$ cat src/rtl/lcd_controller.sv
// HD44780-compatible 8-bit character LCD driver.
// Runs the power-up wait and the four-command init sequence after reset.
// It then times out one {rs, rw, data} word per accepted lcd_enable strobe.
module lcd_controller #(
    parameter int unsigned CLK_PER_US   = 50,
    parameter int unsigned T_POWERUP_US = 50000,
    parameter int unsigned T_CMD_US     = 50,
    parameter int unsigned T_CLEAR_US   = 2000,
    parameter bit          BACKLIGHT    = 1'b1
) (
    input  logic       clk,
    input  logic       rst,
    input  logic       lcd_enable,
    input  logic [9:0] lcd_bus,
    output logic       busy,
    output logic       lcd_e,
    output logic       lcd_rs,
    output logic       lcd_rw,
    output logic [7:0] lcd_data,
    output logic       lcd_on,
    output logic       lcd_blon
);

    localparam int unsigned PU_CYC  = T_POWERUP_US * CLK_PER_US;
    localparam int unsigned CMD_CYC = T_CMD_US * CLK_PER_US;
    localparam int unsigned CLR_CYC = T_CLEAR_US * CLK_PER_US;
    localparam int unsigned E_CYC   = 2 * CLK_PER_US + 1;
    localparam int unsigned MAX_A   = (PU_CYC > CLR_CYC) ? PU_CYC : CLR_CYC;
    localparam int unsigned MAX_B   = (CMD_CYC > E_CYC) ? CMD_CYC : E_CYC;
    localparam int unsigned MAX_CYC = (MAX_A > MAX_B) ? MAX_A : MAX_B;
    localparam int unsigned CNT_W   = (MAX_CYC > 1) ? $clog2(MAX_CYC) : 1;

    localparam logic [CNT_W-1:0] PU_LAST  = CNT_W'(PU_CYC - 1);
    localparam logic [CNT_W-1:0] CMD_LAST = CNT_W'(CMD_CYC - 1);
    localparam logic [CNT_W-1:0] CLR_LAST = CNT_W'(CLR_CYC - 1);
    localparam logic [CNT_W-1:0] E_ON     = CNT_W'(CLK_PER_US);
    localparam logic [CNT_W-1:0] E_OFF    = CNT_W'(2 * CLK_PER_US);
    localparam logic [CNT_W-1:0] CNT_ONE  = CNT_W'(1);

    typedef enum logic [1:0] {
        ST_POWER_UP,
        ST_INIT,
        ST_READY,
        ST_SEND
    } state_t;

    state_t           state_q, state_d;
    logic [CNT_W-1:0] cnt_q, cnt_d;
    logic [1:0]       idx_q, idx_d;
    logic             rs_q, rs_d;
    logic [7:0]       data_q, data_d;
    logic             e_q, e_d;
    logic             busy_q, busy_d;

    // The rw bit of the request word is accepted but never used: the panel is write-only.
    logic unused_rw;
    assign unused_rw = lcd_bus[8];

    function automatic logic [7:0] init_cmd(input logic [1:0] idx);
        case (idx)
            2'd0:    init_cmd = 8'h38;  // function set: 8-bit, 2 lines, 5x8
            2'd1:    init_cmd = 8'h0C;  // display on, cursor off
            2'd2:    init_cmd = 8'h01;  // clear display
            default: init_cmd = 8'h06;  // entry mode: increment, no shift
        endcase
    endfunction

    // Clear and return-home need the long execution time; everything else is short.
    function automatic logic [CNT_W-1:0] write_last(input logic rs, input logic [7:0] data);
        if (!rs && (data == 8'h01 || data == 8'h02 || data == 8'h03)) begin
            write_last = CLR_LAST;
        end else begin
            write_last = CMD_LAST;
        end
    endfunction

    // Next-state, counter and output computation for the sequencer.
    always_comb begin
        state_d = state_q;
        cnt_d   = cnt_q;
        idx_d   = idx_q;
        rs_d    = rs_q;
        data_d  = data_q;
        case (state_q)
            ST_POWER_UP: begin
                if (cnt_q == PU_LAST) begin
                    state_d = ST_INIT;
                    cnt_d   = '0;
                    idx_d   = 2'd0;
                    rs_d    = 1'b0;
                    data_d  = init_cmd(2'd0);
                end else begin
                    cnt_d = cnt_q + CNT_ONE;
                end
            end
            ST_INIT: begin
                if (cnt_q == write_last(rs_q, data_q)) begin
                    cnt_d = '0;
                    if (idx_q == 2'd3) begin
                        state_d = ST_READY;
                    end else begin
                        idx_d  = idx_q + 2'd1;
                        rs_d   = 1'b0;
                        data_d = init_cmd(idx_q + 2'd1);
                    end
                end else begin
                    cnt_d = cnt_q + CNT_ONE;
                end
            end
            ST_READY: begin
                if (lcd_enable) begin
                    state_d = ST_SEND;
                    cnt_d   = '0;
                    rs_d    = lcd_bus[9];
                    data_d  = lcd_bus[7:0];
                end
            end
            ST_SEND: begin
                if (cnt_q == write_last(rs_q, data_q)) begin
                    state_d = ST_READY;
                    cnt_d   = '0;
                end else begin
                    cnt_d = cnt_q + CNT_ONE;
                end
            end
            default: begin
                state_d = ST_POWER_UP;
                cnt_d   = '0;
                idx_d   = 2'd0;
            end
        endcase
        // Outputs are registered, so they are derived from the next state and count.
        busy_d = (state_d != ST_READY);
        e_d    = ((state_d == ST_INIT) || (state_d == ST_SEND)) &&
                 (cnt_d >= E_ON) && (cnt_d < E_OFF);
    end

    // State and registered outputs; reset restarts the whole power-up sequence.
    always_ff @(posedge clk) begin
        if (rst) begin
            state_q <= ST_POWER_UP;
            cnt_q   <= '0;
            idx_q   <= 2'd0;
            rs_q    <= 1'b0;
            data_q  <= 8'h00;
            e_q     <= 1'b0;
            busy_q  <= 1'b1;
        end else begin
            state_q <= state_d;
            cnt_q   <= cnt_d;
            idx_q   <= idx_d;
            rs_q    <= rs_d;
            data_q  <= data_d;
            e_q     <= e_d;
            busy_q  <= busy_d;
        end
    end

    assign busy     = busy_q;
    assign lcd_e    = e_q;
    assign lcd_rs   = rs_q;
    assign lcd_rw   = 1'b0;
    assign lcd_data = data_q;
    assign lcd_on   = 1'b1;
    assign lcd_blon = BACKLIGHT;

endmodule

$ cat config.mk
export PLATFORM = sky130hd
export DESIGN_NAME = lcd_controller
export DESIGN_NICKNAME = d
export VERILOG_FILES = /design/src/rtl/lcd_controller.sv
export SDC_FILE = /design/constraint.sdc
export NUM_CORES = 1
export LEC_CHECK = 0
export CORE_ASPECT_RATIO = 2
export CORE_MARGIN = 3
export CORE_UTILIZATION = 50
export CTS_BUF_LIST = sky130_fd_sc_hd__clkbuf_8 sky130_fd_sc_hd__clkbuf_16
export CTS_CLUSTER_DIAMETER = 60
export DETAILED_ROUTE_END_ITERATION = 6
export MAX_ROUTING_LAYER = met4
export PLACE_DENSITY = 0.72
export SLEW_MARGIN = 20
export SYNTH_ARGS = -nofsm -noshare
export SYNTH_HDL_FRONTEND = slang
export SYNTH_SLANG_ARGS = --single-unit
$ cat constraint.sdc
create_clock -name clk -period 2.68 [get_ports clk]
set_clock_uncertainty 0.15 [all_clocks]
set_input_delay 0.402 -clock clk [delete_from_list [all_inputs] [get_ports clk]]
set_output_delay 0.402 -clock clk [all_outputs]
set_load 0.05 [all_outputs]
==> After elaboration in Yosys (flattened, before gate mapping) <==
Cells that the tools add are included.
{ "word_totals": {"reg_bits": 37, "out_inout_bits": 14, "elab_cells": 72} }
{ "op_classes": {"n_addsub": 2, "n_lt_le_gt_ge": 2, "n_eq_ne": 19, "n_mux": 29, "reduce_logical": 13} }
{ "ops": {"columns": ["op", "n"], "rows": [
  ["22-bit 2-to-1 mux", 6],
  ["22-bit one-hot mux with 4 select lines", 1],
  ["22-bit equality test", 2],
  ["8-bit 2-to-1 mux", 4],
  ["8-bit one-hot mux with 3 select lines", 1],
  ["22-bit by 1-bit adder with 22-bit output, second input constant", 1],
  ["22-bit equality test, second input constant", 1],
  ["22-bit by 6-bit greater-or-equal comparator with 1-bit output, second input constant", 1],
  ["22-bit by 7-bit < comparator with 1-bit output, second input constant", 1],
  ["6-bit one-hot mux with 3 select lines", 1],
  ["17-bit 2-to-1 mux", 1],
  ["8-bit by 2-bit equality test with 1-bit output, second input constant", 2],
  ["2-bit 2-to-1 mux", 8],
  ["2-bit equality test, second input constant", 5],
  ["2-bit != test, second input constant", 5],
  ["8-bit by 1-bit equality test with 1-bit output, second input constant", 1],
  ["2-bit one-hot mux with 4 select lines", 1],
  ["2-bit by 1-bit equality test with 1-bit output, second input constant", 3],
  ["5-bit AND reduction", 1],
  ["2-bit logical NOT", 2],
  ["1-bit 2-to-1 mux", 4],
  ["2-bit one-hot mux with 2 select lines", 1],
  ["4-bit AND reduction", 1],
  ["1-bit logical AND", 3],
  ["other kinds (6)", 8]
]} }

==> Longest topological paths before layout <==
{ "logic_depth": {"word_depth": 13, "mapped_depth": 12, "mapped_depth_nobuf": 10} }

==> Least setup slack after synthesis <==
OpenSTA, ideal clock, no wires.
{ "synth_timing": {"path_kind": "reg-to-reg", "from": "register state_q[0]", "to": "register e_q, in the netlist lcd_e", "t_arrival_ps": 2612, "required_time_ps": 2427, "path_slack_ps": -185, "path_stages_with_launch": 11, "path_buffers": 2, "synth_period_minus_slack_ps": 2865, "path_cell_list": "dfxtp_1 > inv_1 > ha_1 > clkbuf_1 > or2_1 > a211o_1 > and3_1 > buf_6 > o21a_1 > or4_4 > a2111oi_2"} }
{ "synth_between": {"elab_chain_cells": 7, "word_cells_on_any_way": 18} }
{ "synth_rtl": {"columns": ["element", "line", "rtl"], "rows": [
  ["start: declaration", "47", "state_t state_q, state_d;"],
  ["start signal: assignment", "149", "state_q <= state_d;"],
  ["branches (longest 6 deep; another with 22-bit by 6-bit greater-or-equal comparator with 1-bit output)", null, null],
  ["1-bit logical AND *", "135", "(cnt_d >= E_ON) && (cnt_d < E_OFF);"],
  ["end signal: assignment", "146", "e_q <= 1'b0;"],
  ["end signal: assignment", "154", "e_q <= e_d;"],
  ["end: declaration", "52", "logic e_q, e_d;"]
]} }
Mark *: on every way between the ends.
A chain may end at the register's enable or synchronous reset.

==> Final worst setup path <==
{ "layout_timing": {"from": "register cnt_q[5]", "to": "register e_q, in the netlist lcd_e"} }
{ "layout_between": {"elab_chain_cells": 7, "word_cells_on_any_way": 20} }
{ "layout_rtl": {"columns": ["element", "line", "rtl"], "rows": [
  ["start: declaration", "48", "logic [CNT_W-1:0] cnt_q, cnt_d;"],
  ["start signal: assignment", "150", "cnt_q <= cnt_d;"],
  ["branches (longest 6 deep; another with 22-bit by 1-bit adder with 22-bit output)", null, null],
  ["1-bit logical AND *", "135", null]
]} }
Marks and branches as above.

==> flow_results.org <==
** Timing
- RSZ-0062 raised after global routing :: yes
- Count of final hold-check violations :: 0
- Final Worst Setup Slack :: -0.200 ns
- Final critical-path share of the clock period :: 1.07
- Final setup fails :: 5
- The count of pins over their slew limit came to 0.
- Based on the critical path, the design can be clocked at up to 347 MHz.
- After layout, the minimum clock period comes to 2.88 ns.
- For the pin with the worst max-slew slack, the measured transition is 0.580 ns.
- Setup_tns :: -0.280 ns
- Max transition margin :: 0.610

** Yosys
- Share of the synthesized area in the top cell type :: 0.280
- EDFF count, synth :: 0
- Synthesis handed over a netlist of 338 instances.
- Post-Syn Area per Cell :: 7.82 um2
- Count of state elements after synthesis :: 37
- The biggest area contributor in the post-synthesis netlist is sky130_fd_sc_hd__dfxtp_1.
- Yosys printed 0 warnings.
- In the synthesized netlist the async set-or-reset flop fraction comes to 0.
- After synthesis the cells add up to 0.00264 mm2.
- Among all flip-flop cells after synthesis, the most frequent one is sky130_fd_sc_hd__dfxtp_1.
- Most area-consuming cells after synthesis :: sky130_fd_sc_hd__dfxtp_1 28%, sky130_fd_sc_hd__a21oi_1 5.7%, sky130_fd_sc_hd__nor2_1 5.5%
- Counting distinct cell types in the post-synthesis netlist gives 68.
- Post-synthesis sequential area ratio :: 0.280

** Outcome
- Failing checks :: setup timing
- Status :: finished with violations

** Floorplanning
- I/O pin total :: 27
- Full die area :: 0.00625 mm2
- Die height :: 109 um
- The initialized floorplan defines 36 standard-cell rows.
- For this configuration, the core starts out at a cell density of 0.529.
- From left edge to right edge, the die measures 57.4 um.
- The core region is 0.00500 mm2.

** Setup path
- Kind of launch point of the worst setup path :: flip-flop
- The setup path with the least slack is of type flip-flop to flip-flop.
- Of all nets on the critical path, the largest fanout is 4.
- The worst setup path is captured at a flip-flop.
- For the worst setup path, the data required time is 2.73 ns.
- Critical path data arrival time :: 2.93 ns

** Global routing
- First-pass GRT wire length :: 15,300 um
- Global routing finished with a remaining overflow of 0.
- Entering global routing, the biggest net connects 35 pins.
- Antenna violations before repair :: 0
- The via count of the first global-routing pass was 3,276.
- Total routing resource utilization after global routing :: 0.324

** Final layout
- In the final layout, the multi-input gates occupy 0.00189 mm2.
- Signed area change from the synthesized netlist to the final layout :: 52.3%
- Once layout is done, the placed cells without fillers occupy 0.00403 mm2.
- At the end of the flow, the number of nets in the layout was 485.
- Of the cells placed in the final design, the portion with a size suffix greater than 1 is 0.397.
- For this run, the share of the core covered by cells in the final layout is 0.805.
- Count of placed standard cells in the final layout, fillers left out :: 521
- Most frequent cells in the layout :: 116 x sky130_fd_sc_hd__buf_4, 39 x sky130_fd_sc_hd__nor2_1, 27 x sky130_fd_sc_hd__dfxtp_1
- The library cell used most frequently in the layout, excluding fill and tap cells, is sky130_fd_sc_hd__buf_4.
- Fill count :: 295
- The sequential cells in the finished layout cover a total of 756 um2.
- The repair_antennas step left the layout with diodes totalling 0.

** Run
- Max cap viols :: 0

** Routing
- Total Routed Length :: 10,200 um
- In the final routed layout, each cell accounts on average for 19.5 um.
- Count of TritonRoute iterations in the first routing pass :: 5
- After detailed routing, the number of remaining DRC violations is 0.
- Once detail routing completed, the nets flagged for antenna violations numbered 0.
- Initial drt markers :: 299
- DR vias :: 3,308
- Using the TritonRoute via totals, the vias-per-cell ratio works out to 6.35.

** Place
- Routability-driven placement finished with a final weighted congestion of 0.939.
- During placement, the flow inserted port buffers numbering 22.
- Cell total after placement :: 497
- Total placed instance area :: 0.00360 mm2
- Minimum setup slack after placement :: -0.262 ns
- Detailed placement finished with a half-perimeter wire length of 6740 um.

** CTS
- Number of clock buffers inserted by TritonCTS :: 5
- The longest clock path from root to sink contains 2 buffers.
- Reg clk slew, reported paths :: 0.08 ns
- The H-tree was split into 2 levels.
- The tree is rooted in a sky130_fd_sc_hd__clkbuf_8.
- TritonCTS clock tree :: yes
- Clock net sink count :: 37
- Clock latency on the worst-skew pair, taken at its later pin, is 0.30 ns.

** Worst hold path
- Min-delay worst type :: flip-flop to flip-flop

** Power and ir drop
- Leakage power :: 0.00166 uW
- The worst-case IR drop observed on VDD is 0.670 mV.
- Areal power density over the cells :: 611 mW/mm2
-- path summary, 6_finish.rpt --
path	end	startpoint	cells after the start	slack, ns
max	lcd_e	cnt_q[5]	9	-0.20
min	idx_q[1]	idx_q[1]	2	0.43
max reg2reg	lcd_e	cnt_q[5]	9	-0.20
min reg2reg	idx_q[1]	idx_q[1]	2	0.43
-- Yosys cell counts (5+ instances only) --
library cell,number
sky130_fd_sc_hd__nor2_1,39
sky130_fd_sc_hd__dfxtp_1,37
sky130_fd_sc_hd__a21oi_1,30
sky130_fd_sc_hd__nand2_1,25
sky130_fd_sc_hd__nand4_1,16
sky130_fd_sc_hd__nand3_1,10
sky130_fd_sc_hd__clkbuf_1,9
sky130_fd_sc_hd__ha_1,9
sky130_fd_sc_hd__nand2b_1,9
sky130_fd_sc_hd__o21ai_0,9
sky130_fd_sc_hd__nor3_1,8
sky130_fd_sc_hd__and3_1,7
sky130_fd_sc_hd__buf_4,7
sky130_fd_sc_hd__inv_1,7
sky130_fd_sc_hd__a21o_1,6
sky130_fd_sc_hd__nor2b_1,6
sky130_fd_sc_hd__a311oi_1,5
sky130_fd_sc_hd__mux2i_1,5
sky130_fd_sc_hd__nor4_1,5
-- logic make-up (layout without fill, tap and decap cells) --
| kind of cell | Yosys count | after routing | share of synthesized area |
|---|---|---|---|
| AO/OA/AOI/OAI | 91 | 91 | 0.240 |
| other | 2 | 3 | 0.00284 |
| AND/OR/NAND/NOR | 155 | 155 | 0.325 |
| multiplexers | 7 | 7 | 0.0275 |
| buffers and inverters | 34 | 159 | 0.0715 |
| flip-flops | 37 | 37 | 0.280 |
| XOR/XNOR | 3 | 3 | 0.00994 |
| adder cells (fa/ha/maj) | 9 | 9 | 0.0426 |
-- worst max-delay path, stage by stage (launching register included) --
cell                        delay (ns)
sky130_fd_sc_hd__dfxtp_1          0.40
sky130_fd_sc_hd__buf_4            0.15
sky130_fd_sc_hd__nand4_1          0.21
sky130_fd_sc_hd__nor4_2           0.35
sky130_fd_sc_hd__nor3b_2          0.30
sky130_fd_sc_hd__nand3_1          0.13
sky130_fd_sc_hd__a21o_1           0.24
sky130_fd_sc_hd__a211oi_4         0.29
sky130_fd_sc_hd__nand4_1          0.25
sky130_fd_sc_hd__a2111oi_4        0.32
-- per-layer routing --
| metal | vias up | GRT usage | share of wire |
|---|---|---|---|
| met2 | 184 | 0.598 | 0.54 |
| met1 | 1554 | 0.296 | 0.32 |
| met4 | 0 | 0.226 | 0.081 |
| met5 | - | - | 0 |
| met3 | 77 | 0.0391 | 0.056 |
| li1 | 1493 | - | - |
-- where the power goes --
part,internal (uW),switching [uW],total (uW)
Combinational,642,653,1300
Sequential,604,42.5,647
Clock,279,237,516
-- sequential cells by signal, indices dropped and copies added (netlist names) --
signal and cells:
busy 1, cnt_q 22, idx_q 2, lcd_data 8, lcd_e 1, lcd_rs 1
state_q 2
-- area by class of cell --
type	count	share of cell area
multi-input combinational	268	0.469
timing repair buffer	144	0.290
sequential	37	0.188
tap	57	0.0177
clock buffer	5	0.0171
clock inverter	3	0.0115
inverter	7	0.00715
-- what timing repair did --
| action | 4_1_cts | 5_1_grt |
|---|---|---|
| setup endpoints to repair | 1 | 14 |
| buffers inserted | 6 | 10 |
| hold buffers | 0 | 0 |
| gates resized for setup | 23 | 21 |
| pin swaps | 12 | 16 |
-- metrics by stage --
step	total power, uW	hold slack, ns
floorplan	1260	0.350
detailed placement	1700	0.401
CTS	2310	0.416
global route	2560	0.457
finish	2460	0.434
global placement	1670	0.396
Note: power is estimated with default switching activity, not from simulation.
